`src/rtl/dribbler_pwm_gen_if.sv`:
```
// Interface between the dribbler command processor and the PWM generator.
// master drives the duty/direction command; slave returns the bridge drive and status.
interface dribbler_pwm_gen_if;
    logic        enable;
    logic [31:0] duty_in;
    logic        dir_in;
    logic        in_a;
    logic        in_b;
    logic        busy_dead;
    logic        period_tick;

    modport master (
        output enable, duty_in, dir_in,
        input  in_a, in_b, busy_dead, period_tick
    );

    modport slave (
        input  enable, duty_in, dir_in,
        output in_a, in_b, busy_dead, period_tick
    );
endinterface

```
`src/rtl/dribbler_pwm_gen.sv`:
```
// Dribbler H-bridge PWM generator.
// Latches duty/direction only on period boundaries and inserts a dead interval
// (both bridge inputs low) on a direction reversal with nonzero duty.
// Optional macro DB_SLEW_EN: duty ramps by at most SLEW_STEP per period and a
// reversal ramps to zero first, so the DEAD state is never used.
module dribbler_pwm_gen #(
    parameter int unsigned PERIOD    = 1000,
    parameter int unsigned DUTY_MAX  = 750,
    parameter int unsigned DEADTIME  = 50,
    parameter int unsigned SLEW_STEP = 25
) (
    input  logic              clk,
    input  logic              rst_n,
    dribbler_pwm_gen_if.slave pwm_io
);
    localparam int unsigned CntW  = (PERIOD > 1) ? $clog2(PERIOD) : 1;
    localparam int unsigned DutyW = (DUTY_MAX > 0) ? $clog2(DUTY_MAX + 1) : 1;
    localparam int unsigned DeadW = (DEADTIME > 1) ? $clog2(DEADTIME) : 1;

    localparam logic [CntW-1:0]  CntLast  = CntW'(PERIOD - 1);
    localparam logic [DeadW-1:0] DeadLast = DeadW'(DEADTIME - 1);
    localparam logic [DutyW-1:0] DutyCeil = DutyW'(DUTY_MAX);

    typedef enum logic [0:0] {StRun, StDead} state_e;

    state_e           state_q;
    logic [CntW-1:0]  cnt_q;
    logic [DeadW-1:0] dead_cnt_q;
    logic [DutyW-1:0] duty_act_q;
    logic             dir_act_q;
    logic             in_a_q;
    logic             in_b_q;
    logic             busy_dead_q;
    logic             period_tick_q;

    logic [DutyW-1:0] duty_clip;
    logic             pwm;
    logic             dir_mismatch;

    // Clip the request (full 32-bit compare) and decode the PWM comparator.
    always_comb begin
        duty_clip    = (pwm_io.duty_in > DUTY_MAX) ? DutyCeil : pwm_io.duty_in[DutyW-1:0];
        pwm          = (state_q == StRun) && (32'(cnt_q) < 32'(duty_act_q));
        dir_mismatch = (pwm_io.dir_in != dir_act_q);
    end

`ifdef DB_SLEW_EN
    logic [DutyW-1:0] slew_target;
    logic [DutyW-1:0] duty_slew;
    int unsigned      slew_cur;
    int unsigned      slew_tgt;
    int unsigned      slew_nxt;

    // Step duty toward the target; a pending reversal targets zero first.
    always_comb begin
        slew_target = (dir_mismatch && (duty_act_q != '0)) ? '0 : duty_clip;
        slew_cur    = 32'(duty_act_q);
        slew_tgt    = 32'(slew_target);
        if (slew_tgt > slew_cur) begin
            slew_nxt = (slew_tgt - slew_cur > SLEW_STEP) ? slew_cur + SLEW_STEP : slew_tgt;
        end else begin
            slew_nxt = (slew_cur - slew_tgt > SLEW_STEP) ? slew_cur - SLEW_STEP : slew_tgt;
        end
        duty_slew = DutyW'(slew_nxt);
    end
`else
    logic unused_slew_step;
    assign unused_slew_step = ^SLEW_STEP;
`endif

    // Period/dead FSM with registered bridge outputs; enable low forces coast.
    always_ff @(posedge clk or negedge rst_n) begin
        if (!rst_n) begin
            state_q       <= StRun;
            cnt_q         <= '0;
            dead_cnt_q    <= '0;
            duty_act_q    <= '0;
            dir_act_q     <= 1'b0;
            in_a_q        <= 1'b0;
            in_b_q        <= 1'b0;
            busy_dead_q   <= 1'b0;
            period_tick_q <= 1'b0;
        end else if (!pwm_io.enable) begin
            state_q       <= StRun;
            cnt_q         <= '0;
            dead_cnt_q    <= '0;
            duty_act_q    <= '0;
            in_a_q        <= 1'b0;
            in_b_q        <= 1'b0;
            busy_dead_q   <= 1'b0;
            period_tick_q <= 1'b0;
        end else begin
            // Both bridge inputs derive from one direction bit, so never both high.
            in_a_q        <= pwm & ~dir_act_q;
            in_b_q        <= pwm & dir_act_q;
            busy_dead_q   <= (state_q == StDead);
            period_tick_q <= (state_q == StRun) && (cnt_q == '0);
            unique case (state_q)
                StRun: begin
                    if (cnt_q == CntLast) begin
                        cnt_q <= '0;
`ifdef DB_SLEW_EN
                        duty_act_q <= duty_slew;
                        if (!(dir_mismatch && (duty_act_q != '0))) begin
                            dir_act_q <= pwm_io.dir_in;
                        end
`else
                        if (dir_mismatch && (duty_act_q != '0)) begin
                            state_q    <= StDead;
                            dead_cnt_q <= '0;
                            duty_act_q <= '0;
                        end else begin
                            duty_act_q <= duty_clip;
                            dir_act_q  <= pwm_io.dir_in;
                        end
`endif
                    end else begin
                        cnt_q <= cnt_q + 1'b1;
                    end
                end
                StDead: begin
                    if (dead_cnt_q == DeadLast) begin
                        // Resample at exit so a reverted request is honoured.
                        state_q    <= StRun;
                        cnt_q      <= '0;
                        duty_act_q <= duty_clip;
                        dir_act_q  <= pwm_io.dir_in;
                    end else begin
                        dead_cnt_q <= dead_cnt_q + 1'b1;
                    end
                end
            endcase
        end
    end

    assign pwm_io.in_a        = in_a_q;
    assign pwm_io.in_b        = in_b_q;
    assign pwm_io.busy_dead   = busy_dead_q;
    assign pwm_io.period_tick = period_tick_q;
endmodule

```
`src/flat_wrapper.sv`:
```
// flat-port wrapper written by rule: the top's interface ports become plain ports
module dribbler_pwm_gen_flat 
#(
    parameter int unsigned PERIOD    = 1000,
    parameter int unsigned DUTY_MAX  = 750,
    parameter int unsigned DEADTIME  = 50,
    parameter int unsigned SLEW_STEP = 25
)
  (clk, rst_n, pwm_io_enable, pwm_io_duty_in, pwm_io_dir_in, pwm_io_in_a, pwm_io_in_b, pwm_io_busy_dead, pwm_io_period_tick);
  dribbler_pwm_gen_if pwm_io_i ();
  input  logic clk;
  input  logic rst_n;
  input wire logic [$bits(pwm_io_i.enable)-1:0] pwm_io_enable;
  input wire logic [$bits(pwm_io_i.duty_in)-1:0] pwm_io_duty_in;
  input wire logic [$bits(pwm_io_i.dir_in)-1:0] pwm_io_dir_in;
  output wire logic [$bits(pwm_io_i.in_a)-1:0] pwm_io_in_a;
  output wire logic [$bits(pwm_io_i.in_b)-1:0] pwm_io_in_b;
  output wire logic [$bits(pwm_io_i.busy_dead)-1:0] pwm_io_busy_dead;
  output wire logic [$bits(pwm_io_i.period_tick)-1:0] pwm_io_period_tick;
  assign pwm_io_i.enable = pwm_io_enable;
  assign pwm_io_i.duty_in = pwm_io_duty_in;
  assign pwm_io_i.dir_in = pwm_io_dir_in;
  assign pwm_io_in_a = pwm_io_i.in_a;
  assign pwm_io_in_b = pwm_io_i.in_b;
  assign pwm_io_busy_dead = pwm_io_i.busy_dead;
  assign pwm_io_period_tick = pwm_io_i.period_tick;
  dribbler_pwm_gen #(.PERIOD(PERIOD), .DUTY_MAX(DUTY_MAX), .DEADTIME(DEADTIME), .SLEW_STEP(SLEW_STEP)) u_core (.clk(clk), .rst_n(rst_n), .pwm_io(pwm_io_i));
endmodule
```
`config.mk`:
```
export PLATFORM = sky130hd
export DESIGN_NAME = dribbler_pwm_gen_flat
export DESIGN_NICKNAME = d
export VERILOG_FILES = /design/src/rtl/dribbler_pwm_gen_if.sv /design/src/rtl/dribbler_pwm_gen.sv /design/src/flat_wrapper.sv
export SDC_FILE = /design/constraint.sdc
export NUM_CORES = 1
export LEC_CHECK = 0
export ABC_AREA = 0
export ABC_CLOCK_PERIOD_IN_PS = 4040
export CAP_MARGIN = 10
export CORE_MARGIN = 2
export CORE_UTILIZATION = 54
export DETAILED_ROUTE_END_ITERATION = 10
export PLACE_DENSITY_LB_ADDON = 0.05
export SYNTH_ARGS = -nofsm -noshare
export SYNTH_HDL_FRONTEND = slang
export SYNTH_SLANG_ARGS = --single-unit
```
`constraint.sdc`:
```
create_clock -name clk -period 4.04 [get_ports clk]
set_input_delay 0.808 -clock clk [delete_from_list [all_inputs] [get_ports clk]]
set_output_delay 0.808 -clock clk [all_outputs]
set_load 0.01 [all_outputs]
```
==> impl_results.md <==
* Post-synthesis cell type with the largest combined area: sky130_fd_sc_hd__dfrtp_1
* Wire length per cell after detailed routing at 15.4 µm
* Total nets after synthesis at 250
* RSZ-0062 raised after global routing: no
* Placeable Area at 3310 µm²
* Core Util, Final at 71.5%
* First-pass GRT wire length at 7930 µm
* Count of pins on the block boundary at 40
* Delay of the slowest cell on the worst path at 0.45 ns
* Part of the power in registers at 50.4%
* Sequential area share after synthesis at 43.4%
* Yosys cell types at 38
* CTS max path bufs at 2
* # diodes at 0
* Post-route ant nets at 0
* Total Power at 651 µW
* Cells taking the most area after synthesis: sky130_fd_sc_hd__dfrtp_1 (43%), sky130_fd_sc_hd__ha_1 (8.8%), sky130_fd_sc_hd__o21ai_0 (6.0%), sky130_fd_sc_hd__nand2_1 (4.3%), sky130_fd_sc_hd__nor2_1 (4.3%)
* Most used standard cells in the synthesized netlist: sky130_fd_sc_hd__dfrtp_1 (32), sky130_fd_sc_hd__o21ai_0 (22), sky130_fd_sc_hd__nand2_1 (21), sky130_fd_sc_hd__nor2_1 (21), sky130_fd_sc_hd__inv_1 (15)
* Part of the cycle the worst path needs at 56.7%
* Internal power of the cells at 499 µW
* Setup-violating endpoint count in the final report at 0
* Number of DRC violations after detailed-routing iteration 0 at 161
* 1st-pass router iterations at 4
* Crit Path Max Fanout at 5
* DP Wirelength at 3520 µm
* TritonCTS clock tree: yes
* Input/output buffers at 39
* Layout area overhead at 28.4%
* Routed wire length at 4530 µm
* Share of the synthesized area in the top cell type at 43.4%
* Class of the tightest hold or removal check: flip-flop to flip-flop
* Root cell of the clock tree: sky130_fd_sc_hd__clkbuf_4
* Share of synthesized registers carrying an async set or reset at 100%
* Pin count of the biggest net entering global routing at 33
* Via-to-Cell Ratio at 5.99
* Static leakage at 0.000963 µW
* CP Capture Type: flip-flop
* Slew at the pin with the worst max-slew slack at 0.650 ns
* Overall Global Routing Usage at 25.3%
* Share of final-layout standard cells stronger than drive strength 1 at 4.86%
* Synth Instances at 201
* Worst setup skew after layout at 0.0163 ns
* Summed negative setup slack over all endpoints at 0 ns
* Fill cell total of the finished layout at 265
* Via count at 1755
* Placer Congestion at 0.825
* Number of placement rows at 21
* Outcome: completed
* Vias in the first global route at 1853
* DRC violations left at 0
* Effective utilization at floorplan at 55.7%
* Worst IR Drop VDD at 205 µV
* Clock buffers created by TritonCTS at 5
* Final Max Tran Viols at 0
* Sum of overflow across all layers after global routing at 0
* Switching component of the power at 152 µW
* Clock-pin slew on the worst setup and hold paths at 0.11 ns
* Post-synthesis cell area at 1840 µm²
* Yosys synthesis warning count at 0
* Slew headroom at 56.4%
* Clock insertion delay at the later pin of the skew report at 0.34 ns
* Most instantiated flip-flop cell in the synthesis netlist: sky130_fd_sc_hd__dfrtp_1
* Worst Hold Slack at 0.508 ns
* Power density normalized to cell area at 275 nW/µm²
* Achievable clock frequency at 0.436 GHz
* Fraction of power consumed by the clock network at 37.8%
* Number of enable-type register cells in the synthesized netlist at 0
* Antenna violations before repair at 0
* Number of sinks handled by clock tree synthesis at 32
* Max cap viols at 0
* Data arrival time of the critical path at 2.56 ns
* Ordered cell list for the critical path: clkdlybuf4s50_1, xnor2_1, a311o_1, a32o_1, or3_1, o21ai_1
* Worst Setup Path Type: primary input to flip-flop
* Critical Path Source Type: primary input
* Clock H-tree levels at 2
* DIE HEIGHT at 62.4 µm
* Buffers inserted during post-CTS setup optimization at 0
* Combinational power share at 11.7%
* Post-cts repair resize count at 0
* Overall die width at 62.4 µm
* Clock period minus final worst setup slack at 2.29 ns
* Dominant cell by count in the synthesized netlist: sky130_fd_sc_hd__dfrtp_1
* Layout net count at 295
* Final hold violation count at 0
* CP Data Required Time at 4.31 ns
* Post-detailed-placement cell area at 2290 µm²
* Net switching share of the total power at 23.3%
* CTS Hold Buffers Added at 0
* Flops & latches, synth at 32
* Post-synthesis area per instance at 9.18 µm²
* Summed area of non-filler cells in the final layout at 2370 µm²
* Die area at 3900 µm²
* CP max stage cell: sky130_fd_sc_hd__clkdlybuf4s50_1
[area by class of cell]
cell class                      count  area, µm²  area share, %
Timing Repair Buffer               40        398           16.8
Clock buffer                        6       41.3           1.74
Tap cell                           46       57.6           2.43
Clock inverter                      2       35.0           1.48
Multi-Input combinational cell    152        980           41.4
Inverter                           15       56.3           2.38
Sequential cell                    32        801           33.8
[sequential cells by signal, summed over array words and instances (netlist names)]
signal and flops:
u_core.state_q 1, u_core.pwm_io.in_b 1, u_core.pwm_io.period_tick 1, u_core.duty_act_q 10, u_core.dead_cnt_q 6, u_core.cnt_q 10
u_core.pwm_io.in_a 1, u_core.pwm_io.busy_dead 1, u_core.dir_act_q 1
[path summary, 6_finish.rpt]
check	from	to	slack, ns	cells after the start
max reg2reg	u_core.cnt_q[0]	u_core.dead_cnt_q[1]	1.94	6
min in group asynchronous	rst_n	u_core.cnt_q[5]	0.85	2
min reg2reg	u_core.dir_act_q	u_core.pwm_io.in_a	0.51	1
max	pwm_io_dir_in	u_core.dead_cnt_q[1]	1.75	6
max in group asynchronous	rst_n	u_core.cnt_q[1]	2.88	2
min	u_core.dir_act_q	u_core.pwm_io.in_a	0.51	1
[cell usage in the layout, fill, tap and decap left out, types with 5 or more instances in the layout]
| cell | n |
|---|---|
| sky130_fd_sc_hd__a31oi_1 | 5 |
| sky130_fd_sc_hd__clkbuf_4 | 5 |
| sky130_fd_sc_hd__clkdlybuf4s50_1 | 39 |
| sky130_fd_sc_hd__dfrtp_1 | 32 |
| sky130_fd_sc_hd__ha_1 | 13 |
| sky130_fd_sc_hd__inv_1 | 15 |
| sky130_fd_sc_hd__nand2_1 | 21 |
| sky130_fd_sc_hd__nand3_1 | 8 |
| sky130_fd_sc_hd__nor2_1 | 21 |
| sky130_fd_sc_hd__nor4_1 | 8 |
| sky130_fd_sc_hd__o21ai_0 | 22 |
| sky130_fd_sc_hd__o2bb2ai_1 | 7 |
[kinds of logic after synthesis]
group / count (synthesis) / share of synthesized area, %
XOR/XNOR: 2 / 0.950
AND/OR/NAND/NOR: 77 / 21.0
AO/OA/AOI/OAI: 59 / 21.8
buffers and inverters: 17 / 3.46
flip-flops: 32 / 43.4
adder cells (fa/ha/maj): 13 / 8.82
multiplexers: 1 / 0.611
[metrics by stage]
step	setup slack, ns	cells
finish	1.75	293
global route	1.72	293
CTS	1.76	293
detailed placement	1.44	285
global placement	1.47	285
floorplan	2.03	201
[worst max-delay path: cells and delay by family]
family                 cells  cell delay [ns]
XOR/XNOR                   1             0.15
buffers and inverters      1             0.45
AO/OA/AOI/OAI              3             0.83
AND/OR/NAND/NOR            1             0.33
[power groups by stage]
stage | clock network, µW | registers, µW | logic (µW)
after floorplan | 0 | 335 | 22.9
final | 246 | 328 | 76.3
after global placement | 0 | 334 | 73.5
after CTS | 246 | 328 | 76.7
after global routing | 266 | 329 | 83.4
after detailed placement | 0 | 335 | 76.3
[routing by layer]
layer	wire length, µm	vias up	track usage, %
li1	-	839	-
met1	1950	863	30.3
met2	2300	46	44.9
met3	211	7	5.41
met4	64	0	8.61
met5	0	-	0
(Power assumes the default switching activity.)
